## config.mk

```make
export PLATFORM = sky130hd
export DESIGN_NAME = fp_cmp_issue
export DESIGN_NICKNAME = d
export VERILOG_FILES = /design/src/rtl/fp_cmp_issue.sv
export SDC_FILE = /design/constraint.sdc
export NUM_CORES = 1
export LEC_CHECK = 0
export CORE_ASPECT_RATIO = 1.25
export CORE_MARGIN = 1
export CORE_UTILIZATION = 45
export CTS_CLUSTER_DIAMETER = 100
export DETAILED_ROUTE_END_ITERATION = 10
export PLACE_DENSITY = 0.69
export SLEW_MARGIN = 5
export SYNTH_ARGS = -nofsm -noshare
export SYNTH_HDL_FRONTEND = slang
export SYNTH_SLANG_ARGS = --single-unit
```

## constraint.sdc

```tcl
create_clock -name clk -period 4.6 [get_ports clk]
set_input_delay 0.92 -clock clk [delete_from_list [all_inputs] [get_ports clk]]
set_output_delay 0.92 -clock clk [all_outputs]
set_load 0.01 [all_outputs]
```

## src/rtl/fp_cmp_issue.sv

```systemverilog
// Operand issue stage for the single-precision FLE/FLT/FEQ comparator: forwards
// writebacks, decodes funct3, classifies NaNs, and buffers ops in an output register plus skid entry.
module fp_cmp_issue #(
  parameter logic [7:0] NAN_EXP = 8'hFF
) (
  input  logic        clk,
  input  logic        rst,
  input  logic        flush,
  input  logic        in_valid,
  output logic        in_ready,
  input  logic [2:0]  in_funct3,
  input  logic [4:0]  in_rs1_addr,
  input  logic [4:0]  in_rs2_addr,
  input  logic [4:0]  in_rd_addr,
  input  logic [31:0] in_read_data1,
  input  logic [31:0] in_read_data2,
  input  logic        wb_en,
  input  logic [4:0]  wb_addr,
  input  logic [31:0] wb_data,
  output logic        out_valid,
  input  logic        out_ready,
  output logic [31:0] out_read_data1,
  output logic [31:0] out_read_data2,
  output logic [2:0]  out_op,
  output logic [4:0]  out_rd_addr,
  output logic        out_nan,
  output logic        out_snan,
  output logic        illegal_op
);

  typedef struct packed {
    logic [31:0] data1;
    logic [31:0] data2;
    logic [4:0]  rs1;
    logic [4:0]  rs2;
    logic [2:0]  op;
    logic [4:0]  rd;
  } entry_t;

  entry_t or_q, sk_q;
  entry_t or_snoop, sk_snoop, new_entry;
  logic   or_valid, sk_valid;
  logic   illegal_q;
  logic   accept, consume, legal, load;
  logic [2:0] dec_op;

  // Stored operands track any later writeback to their source register.
  function automatic entry_t snoop(input entry_t e, input logic en,
                                   input logic [4:0] addr, input logic [31:0] data);
    entry_t r;
    r = e;
    if (en && addr == e.rs1) r.data1 = data;
    if (en && addr == e.rs2) r.data2 = data;
    return r;
  endfunction

  function automatic logic is_nan(input logic [31:0] d);
    return (d[30:23] == NAN_EXP) && (d[22:0] != 23'd0);
  endfunction

  function automatic logic is_snan(input logic [31:0] d);
    return is_nan(d) && !d[22];
  endfunction

  always_comb begin
    dec_op = 3'b000;
    legal  = 1'b0;
    case (in_funct3)
      3'b000:  begin dec_op = 3'b001; legal = 1'b1; end
      3'b001:  begin dec_op = 3'b010; legal = 1'b1; end
      3'b010:  begin dec_op = 3'b100; legal = 1'b1; end
      default: begin dec_op = 3'b000; legal = 1'b0; end
    endcase
  end

  assign in_ready = !sk_valid && !flush && !rst;
  assign accept   = in_valid && in_ready;
  assign load     = accept && legal;
  assign consume  = or_valid && out_ready;

  always_comb begin
    new_entry.data1 = (wb_en && wb_addr == in_rs1_addr) ? wb_data : in_read_data1;
    new_entry.data2 = (wb_en && wb_addr == in_rs2_addr) ? wb_data : in_read_data2;
    new_entry.rs1   = in_rs1_addr;
    new_entry.rs2   = in_rs2_addr;
    new_entry.op    = dec_op;
    new_entry.rd    = in_rd_addr;
    or_snoop        = snoop(or_q, wb_en, wb_addr, wb_data);
    sk_snoop        = snoop(sk_q, wb_en, wb_addr, wb_data);
  end

  // OR always holds the older op; SK only fills when OR is stalled.
  always_ff @(posedge clk) begin
    if (rst) begin
      or_q      <= '0;
      sk_q      <= '0;
      or_valid  <= 1'b0;
      sk_valid  <= 1'b0;
      illegal_q <= 1'b0;
    end else begin
      illegal_q <= accept && !legal;
      if (flush) begin
        or_valid <= 1'b0;
        sk_valid <= 1'b0;
      end else begin
        or_q <= or_snoop;
        sk_q <= sk_snoop;
        if (consume) begin
          if (sk_valid) begin
            or_q     <= sk_snoop;
            sk_valid <= 1'b0;
          end else if (load) begin
            or_q <= new_entry;
          end else begin
            or_valid <= 1'b0;
          end
        end else if (load) begin
          if (!or_valid) begin
            or_q     <= new_entry;
            or_valid <= 1'b1;
          end else begin
            sk_q     <= new_entry;
            sk_valid <= 1'b1;
          end
        end
      end
    end
  end

  assign out_valid      = or_valid;
  assign out_read_data1 = or_q.data1;
  assign out_read_data2 = or_q.data2;
  assign out_op         = or_q.op;
  assign out_rd_addr    = or_q.rd;
  assign out_nan        = or_valid && (is_nan(or_q.data1) || is_nan(or_q.data2));
  assign out_snan       = or_valid && (is_snan(or_q.data1) || is_snan(or_q.data2));
  assign illegal_op     = illegal_q;

endmodule

```

# Yosys cells after proc, flatten, opt, wreduce, memory -nomap -nowiden
# Cells that the tools add are included.
# W data, S select, Z words.
# totals
word_cells,88
reg_bits,167
# classes
n_bitwise,2
reduce_logical,38
n_eq_ne,13
n_mux,20
# ops
cell,n
$mux W82,8
$mux W32,6
$reduce_bool A23 Y1,2
$eq A5 B5 Y1,6
$logic_and A1 B1 Y1,18
$eq A8 B8 Y1 const B,2
$pmux W3 S3,1
$reduce_and A4 Y1,2
$logic_not A1 Y1,6
$reduce_or A3 Y1,2
$mux W1,5
$ne A2 B2 Y1 const B,2
$reduce_bool A2 Y1,2
$eq A3 B1 Y1 const B,1
$eq A3 B2 Y1 const B,1
$logic_not A3 Y1,1
$reduce_and A3 Y1,1
$logic_or A1 B1 Y1,2
$ne A2 B1 Y1 const B,1
$not A1 Y1,2
$reduce_and A2 Y1,1
$reduce_or A2 Y1,1

# Longest topological paths before layout
# Gate-level depths: netlist of run 1.
# logic_depth
depth_word,8
ltp_mapped,10
mapped_depth_nobuf,6

# Worst setup path before layout of run 1
# OpenSTA, ideal clock, no wires.
# synth_path
kind,input to register
from,input flush
to,register or_q (netlist bit out_read_data1[10])
cell_stages,7
path_slack_ns,1.884
t_required_ns,4.509
arrival_ns,2.626
path_cell_list,buf_2 > nor3_1 > nand3_1 > a21oi_1 > clkbuf_1 > o21ai_1 > a311oi_1
# synth_between
elab_chain_len,8
word_cells_on_any_way,9
cone_classes,mux (4); reduce/logical (5)
# synth_rtl
item,line_no,source
"start, declared",8,"input logic flush,"
$logic_not A1 Y1 *,76,assign in_ready = !sk_valid && !flush && !rst;
$logic_and A1 B1 Y1 * (2 in a row),76,
named net in_ready,10,"output logic in_ready,"
$logic_and A1 B1 Y1 *,77,assign accept = in_valid && in_ready;
$logic_and A1 B1 Y1 *,78,assign load = accept && legal;
$mux W82,112,end else if (load) begin
$mux W82,109,if (sk_valid) begin
$mux W82 *,108,if (consume) begin
"end signal, assigned",106,or_q <= or_snoop;
"end signal, assigned",110,or_q <= sk_snoop;
"end signal, assigned",113,or_q <= new_entry;
"end, declared",40,"entry_t or_q, sk_q;"
# The timed path passes the listed nets; every way through them passes the cells marked *. The select of a mux whose other input is x is not followed.
# A chain may end at the register's enable or synchronous reset.

# Final worst setup path of run 1
# layout_path
from,register or_q (netlist bit out_read_data2[22])
to,output out_snan
# layout_between
elab_chain_len,5
word_cells_on_any_way,6
cone_classes,reduce/logical (6)
# layout_rtl
item,line_no,source
$reduce_bool A23 Y1,58,return (d[30:23] == NAN_EXP) && (d[22:0] != 23'd0);
$logic_and A1 B1 Y1,58,
$logic_and A1 B1 Y1 *,62,return is_nan(d) && !d[22];
$logic_or A1 B1 Y1 *,136,assign out_snan = or_valid && (is_snan(or_q.data1) || is_snan(or_q.data2));
$logic_and A1 B1 Y1 *,136,
"end, declared",27,"output logic out_snan,"
# Every way passes the cells marked *; elsewhere a longest branch is shown, timed or not.

==> results of run 1 <==
[worst min-delay path, cell delays in order (launching register included)]
cell     delay (ns)
dfxtp_1        0.31
nand2_1        0.05
a21oi_1        0.05
[flip-flops by register name, summed over array words and instances (netlist names)]
signal	flops
sk_q	82
out_read_data1	32
out_read_data2	32
or_q	10
out_rd_addr	5
out_op	3
illegal_op	1
out_valid	1
sk_valid	1
[cells in the mapped netlist, types with 2 or more instances]
| master | number |
|---|---|
| a211oi_1 | 7 |
| a211oi_2 | 12 |
| a21oi_1 | 152 |
| a22oi_1 | 77 |
| a2bb2oi_1 | 2 |
| a311oi_1 | 63 |
| a31o_4 | 2 |
| a32oi_1 | 2 |
| and2_1 | 2 |
| and3_1 | 4 |
| buf_2 | 39 |
| buf_4 | 85 |
| buf_6 | 10 |
| clkbuf_1 | 104 |
| dfxtp_1 | 167 |
| inv_1 | 2 |
| mux2_2 | 63 |
| mux2i_1 | 129 |
| nand2_1 | 102 |
| nand3_1 | 4 |
| nand4_1 | 9 |
| nor2_1 | 29 |
| nor2b_1 | 65 |
| nor3_1 | 6 |
| nor3b_2 | 2 |
| nor4_1 | 13 |
| nor4_2 | 2 |
| o21ai_0 | 7 |
| o21ai_1 | 61 |
| o21bai_1 | 2 |
| o221a_1 | 60 |
| o221a_2 | 4 |
| o22a_1 | 63 |
| o22ai_1 | 2 |
| xnor2_1 | 16 |
| xor2_1 | 14 |
[kinds of logic after synthesis]
group | count (synthesis) | share of synthesized area
mux | 192 | 0.166
flops | 167 | 0.278
buf+inv | 241 | 0.112
compound gates | 521 | 0.320
simple gates | 245 | 0.103
xor+xnor | 30 | 0.0218
[power groups by stage]
| stage | Clock, uW | Sequential (uW) | Combinational (uW) |
|---|---|---|---|
| 6_report | 1430 | 1550 | 630 |
| 5_1_grt | 1510 | 1560 | 667 |
| 4_1_cts | 1440 | 1550 | 624 |
| 3_5_place_dp | 0 | 1590 | 621 |
| 3_3_place_gp | 0 | 1580 | 613 |
| 2_1_floorplan | 0 | 1560 | 394 |
[metrics by stage]
step                      hold WS, ns   util
after floorplan                 0.436      -
after global placement          0.443  0.517
after detailed placement        0.452  0.517
after CTS                       0.463  0.539
after global routing            0.485  0.539
final                           0.462  0.539
[layout make-up]
type,instances,area (um2)
multi-input combinational,988,7420
sequential,167,3340
timing repair buffer,235,2340
antenna,1,2.50
clock inverter,14,131
inverter,2,7.51
tap,340,425
fill,2425,12100
clock buffer,18,429
[path summary, 6_finish.rpt]
path | from | endpoint | cells past startpoint
setup / recovery | out_read_data2[22] | out_snan | 6
hold / removal | sk_q[0] | sk_q[0] | 2
setup reg to reg | sk_valid | sk_q[68] | 8
hold reg to reg | sk_q[0] | sk_q[0] | 2
[metal layers]
metal,vias up,track usage,routed length (um)
li1,5245,-,-
met1,5601,0.366,17000
met2,507,0.475,19300
met3,91,0.0429,2760
met4,0,0.146,1440
met5,-,0,0
==> results.json, run 1 <==
{
  "outcome": "completed",
  "fmaxAchievable_mhz": 276,
  "cp_max_fo": 6,
  "viasPerCell": 6.48,
  "finalHoldViolCount": 0,
  "drive_gt1_frac": 0.120,
  "seqPwrFrac": 0.430,
  "grt_max_degree": 84,
  "place.gp.congestion": 0.849,
  "pin_count": 202,
  "drc_errors": 0,
  "synth_edf_count": 0,
  "cp_slowest_stage_delay_ns": 0.61,
  "swShare": 0.301,
  "synthToLayoutAreaGrowth_pct": 17.1,
  "arrival_ns": 2.70,
  "p_int_uw": 2520,
  "clk_transition_reported_paths_ns": 0.07,
  "synth_seq_area_share": 0.278,
  "synth_seq_cells": 167,
  "core-area_um2": 26200,
  "hpwl_mm": 25.1,
  "setup_tns_ns": 0,
  "netlist.area_leader.share": 0.278,
  "synth_area_leader_cell": "dfxtp_1",
  "antenna_found_initial": 1,
  "placedCellCount": 1732,
  "combinationalPowerShare": 0.174,
  "finalSetupViolCount": 0,
  "post-cts-setup-buffers": 0,
  "synth_cell_types": 49,
  "rows": 66,
  "placed_area_um2": 13500,
  "vias": 11400,
  "path_cells": "nor4_1 > nand4_1 > o21ai_0 > o22ai_1 > and2_1 > clkdlybuf4s50_1",
  "fp.dieArea_um2": 27400,
  "syn_area_um2": 12000,
  "syn_inst": 1396,
  "syn_avg_cell_area_um2": 8.63,
  "cts_root_buf": "clkbuf_16",
  "power_uw": 3610,
  "cts_tree": "built",
  "dp_slack_ns": 0.599,
  "post_drt_wl_per_cell_um": 23.0,
  "layout_commonest_cell": "clkdlybuf4s50_1",
  "ir_drop_mv": 0.230,
  "cts_buffer_depth": 2,
  "netSwitchingPower_uw": 1090,
  "leakage_uw": 0.00398,
  "drt_iter0_markers": 1183,
  "synthFlopType": "dfxtp_1",
  "grt_setup_unrepaired": "no",
  "maxCapViolCount": 0,
  "period_share": 0.787,
  "start_util": 0.460,
  "worst_path_max_delay_cell": "nor4_1",
  "hold_buffers": 0,
  "min_period_ns": 3.62,
  "track_usage": 0.289,
  "setup_ws_ns": 0.978,
  "htree_levels": 4,
  "startpoint_type": "flop",
  "yosys_warnings": 0,
  "clockPowerShare": 0.395,
  "fin_nets": 1536,
  "fin_cells": 1765,
  "timing.slew.headroom": 0.325,
  "syn_nets": 1521,
  "synthArstFlopShare": 0,
  "crit_type": "flop to output pin",
  "first_global_vias": 11000,
  "drt-total-wl_mm": 40.5,
  "final_area_um2": 14100,
  "firstDrtPassIters": 5,
  "p_per_area_nw_per_um2": 256,
  "crit_buf_inv": 1,
  "clock_latency_ns": 0.44,
  "mostFrequentLayoutCells": "clkdlybuf4s50_1, dfxtp_1, a21oi_1",
  "grt_overflow": 0,
  "worstSetupEndpointType": "output pin",
  "tightest_slew_ns": 1.01,
  "finalClockSkew_ns": 0.0126,
  "cts_sinks": 167,
  "hp-class": "flop to flop",
  "r2r_setup_slack_ns": 1.59,
  "cts_resized": 0,
  "crit_family": "simple AND/OR/NAND/NOR gates",
  "finalMaxSlewViolations": 0,
  "worstPathRequired_ns": 3.68,
  "ant_nets": 0,
  "ys_top_cells_by_area": "dfxtp_1, mux2i_1, a21oi_1",
  "cts_made_buffers": 17,
  "grt_pass1_wl_mm": 61.7,
  "die_h_um": 185,
  "die_x_um": 148,
  "portBuffers": 201
}
Power figures use the tool's default switching activity.
==> inputs of run 2 (changes only) <==
PLACE_DENSITY = 0.72   (was 0.69)
clock period = 3.2 ns   (was 4.6 ns; I/O delays follow)
==> run 2 against run 1 <==
First-iteration DRC count shrank 5.2%; critical path type unchanged; utilization up 2.2 points; critical path depth unchanged; die area did not move; count of clock-buffer cells in the layout did not move; register-to-register slack worse by 0.93 ns; global-route usage up 0.096 points; clock power is 52% higher; largest cell class unchanged; worst hold slack worse by 0.0017 ns.
==> results.json, run 2 (synthesis results as in run 1) <==
{
  "outcome": "completed",
  "fp.dieArea_um2": 27400,
  "htree_levels": 4,
  "portBuffers": 201,
  "die_x_um": 148,
  "n_fill_cell": 2332,
  "crit_family": "simple AND/OR/NAND/NOR gates",
  "clk_transition_reported_paths_ns": 0.07,
  "startpoint_type": "flop",
  "maxCapViolCount": 0,
  "worst_path_max_delay_cell": "clkdlybuf4s50_1",
  "viasPerCell": 6.52,
  "grt_setup_unrepaired": "no",
  "crit_type": "flop to output pin",
  "fin_nets": 1577,
  "path_cells": "nor4_1 > nand4_1 > o21ai_0 > o22ai_1 > and2_1 > clkdlybuf4s50_1",
  "hold_buffers": 0,
  "finalClockSkew_ns": 0.00995,
  "power_uw": 5350,
  "worstSetupEndpointType": "output pin",
  "worstPathRequired_ns": 2.56,
  "drive_gt1_frac": 0.146,
  "first_global_vias": 11400,
  "mostFrequentLayoutCells": "clkdlybuf4s50_1, dfxtp_1, a21oi_1",
  "cts_tree": "built",
  "period_share": 0.973,
  "largest_reg_flops": 82,
  "die_h_um": 185,
  "cts_sinks": 167,
  "largest_register": "sk_q",
  "leakage_uw": 0.00427,
  "crit_buf_inv": 1,
  "place.gp.congestion": 0.834,
  "pin_count": 202,
  "crit_start": "out_read_data1[17]",
  "min_period_ns": 3.11,
  "tightest_slew_ns": 0.903,
  "finalSetupViolCount": 0,
  "setup_tns_ns": 0,
  "hp-class": "flop to flop",
  "rows": 66,
  "layout_commonest_cell": "clkdlybuf4s50_1",
  "drt-total-wl_mm": 40.6,
  "fmaxAchievable_mhz": 321,
  "drt_iter0_markers": 1121,
  "timing.slew.headroom": 0.398,
  "hold_slack_ns": 0.460,
  "finalMaxSlewViolations": 0,
  "grt_pass1_wl_mm": 62.4,
  "grt_overflow": 0,
  "cts_buffer_depth": 2,
  "p_per_area_nw_per_um2": 364,
  "drc_errors": 0,
  "post_drt_wl_per_cell_um": 22.5,
  "hp-start": "sk_q[4]",
  "vias": 11800,
  "cp_max_fo": 5,
  "ir_drop_mv": 0.294,
  "ant_nets": 0,
  "cts_made_buffers": 17,
  "arrival_ns": 2.47,
  "finalHoldViolCount": 0,
  "firstDrtPassIters": 6,
  "antenna_found_initial": 1,
  "grt_max_degree": 167,
  "core-area_um2": 26200,
  "synthToLayoutAreaGrowth_pct": 22.0,
  "hpwl_mm": 26.1,
  "clock_latency_ns": 0.44,
  "start_util": 0.460,
  "r2r-start": "sk_valid",
  "cts_root_buf": "clkbuf_16",
  "cp_slowest_stage_delay_ns": 0.49,
  "track_usage": 0.290
}
-- run 2: cell types whose count changed in the layout (fill, tap and decap cells not counted), moves of 2 or more --
cell / delta
buf_4: +24
a21oi_4: +2
a21oi_2: -2
clkinv_4: +2
buf_12: +17
bufinv_16: +2
inv_8: -4
-- run 2: path summary, 6_finish.rpt --
| check | slack, ns | cells after the start | endpoint |
|---|---|---|---|
| max | 0.09 | 6 | out_snan |
| max reg2reg | 0.66 | 8 | sk_q[49] |
| min | 0.46 | 2 | sk_q[4] |
| min reg2reg | 0.46 | 2 | sk_q[4] |
-- run 2: routing by layer --
layer,global-route usage,share of wire,up-vias
li1,-,-,5338
met1,0.350,0.39,5701
met2,0.486,0.48,630
met3,0.0475,0.082,111
met4,0.163,0.045,0
met5,0,0,-
-- run 2: where the power goes --
group	switching, uW	internal, uW
Sequential	86.5	2140
Clock	974	1190
Combinational	474	484
Total	1530	3820
-- run 2: what timing repair did --
| item | 4_1_cts | 5_1_grt |
|---|---|---|
| gates resized for setup | 1 | 1 |
| setup buffers | 0 | 0 |
| endpoints found under the setup margin | 1 | 1 |
-- run 2: metrics by stage --
stage | util | instances | area [um2] | setup slack [ns]
floorplan | - | 1396 | 12000 | 0.764
global placement | 0.538 | 1773 | 14100 | 0.0764
detailed placement | 0.538 | 1773 | 14100 | 0.00271
CTS | 0.561 | 1805 | 14700 | 0.101
global route | 0.561 | 1806 | 14700 | 0.0457
finish | 0.561 | 1806 | 14700 | 0.0872
-- run 2: cell type report --
cell class              count  area [um2]  share of cell area
inverters                   2        7.51            0.000511
clock buffers              18         439              0.0299
repair buffers            276        2860               0.195
flip-flops and latches    167        3340               0.228
well taps                 340         425              0.0290
clock inverters            14         164              0.0112
diodes                      1        2.50            0.000170
multi-input cells         988        7450               0.507
-- run 2: worst min-delay path, stage by stage (launching register included) --
cell and delay [ns]:
dfxtp_1 0.31, nand2_1 0.05, a21oi_1 0.05
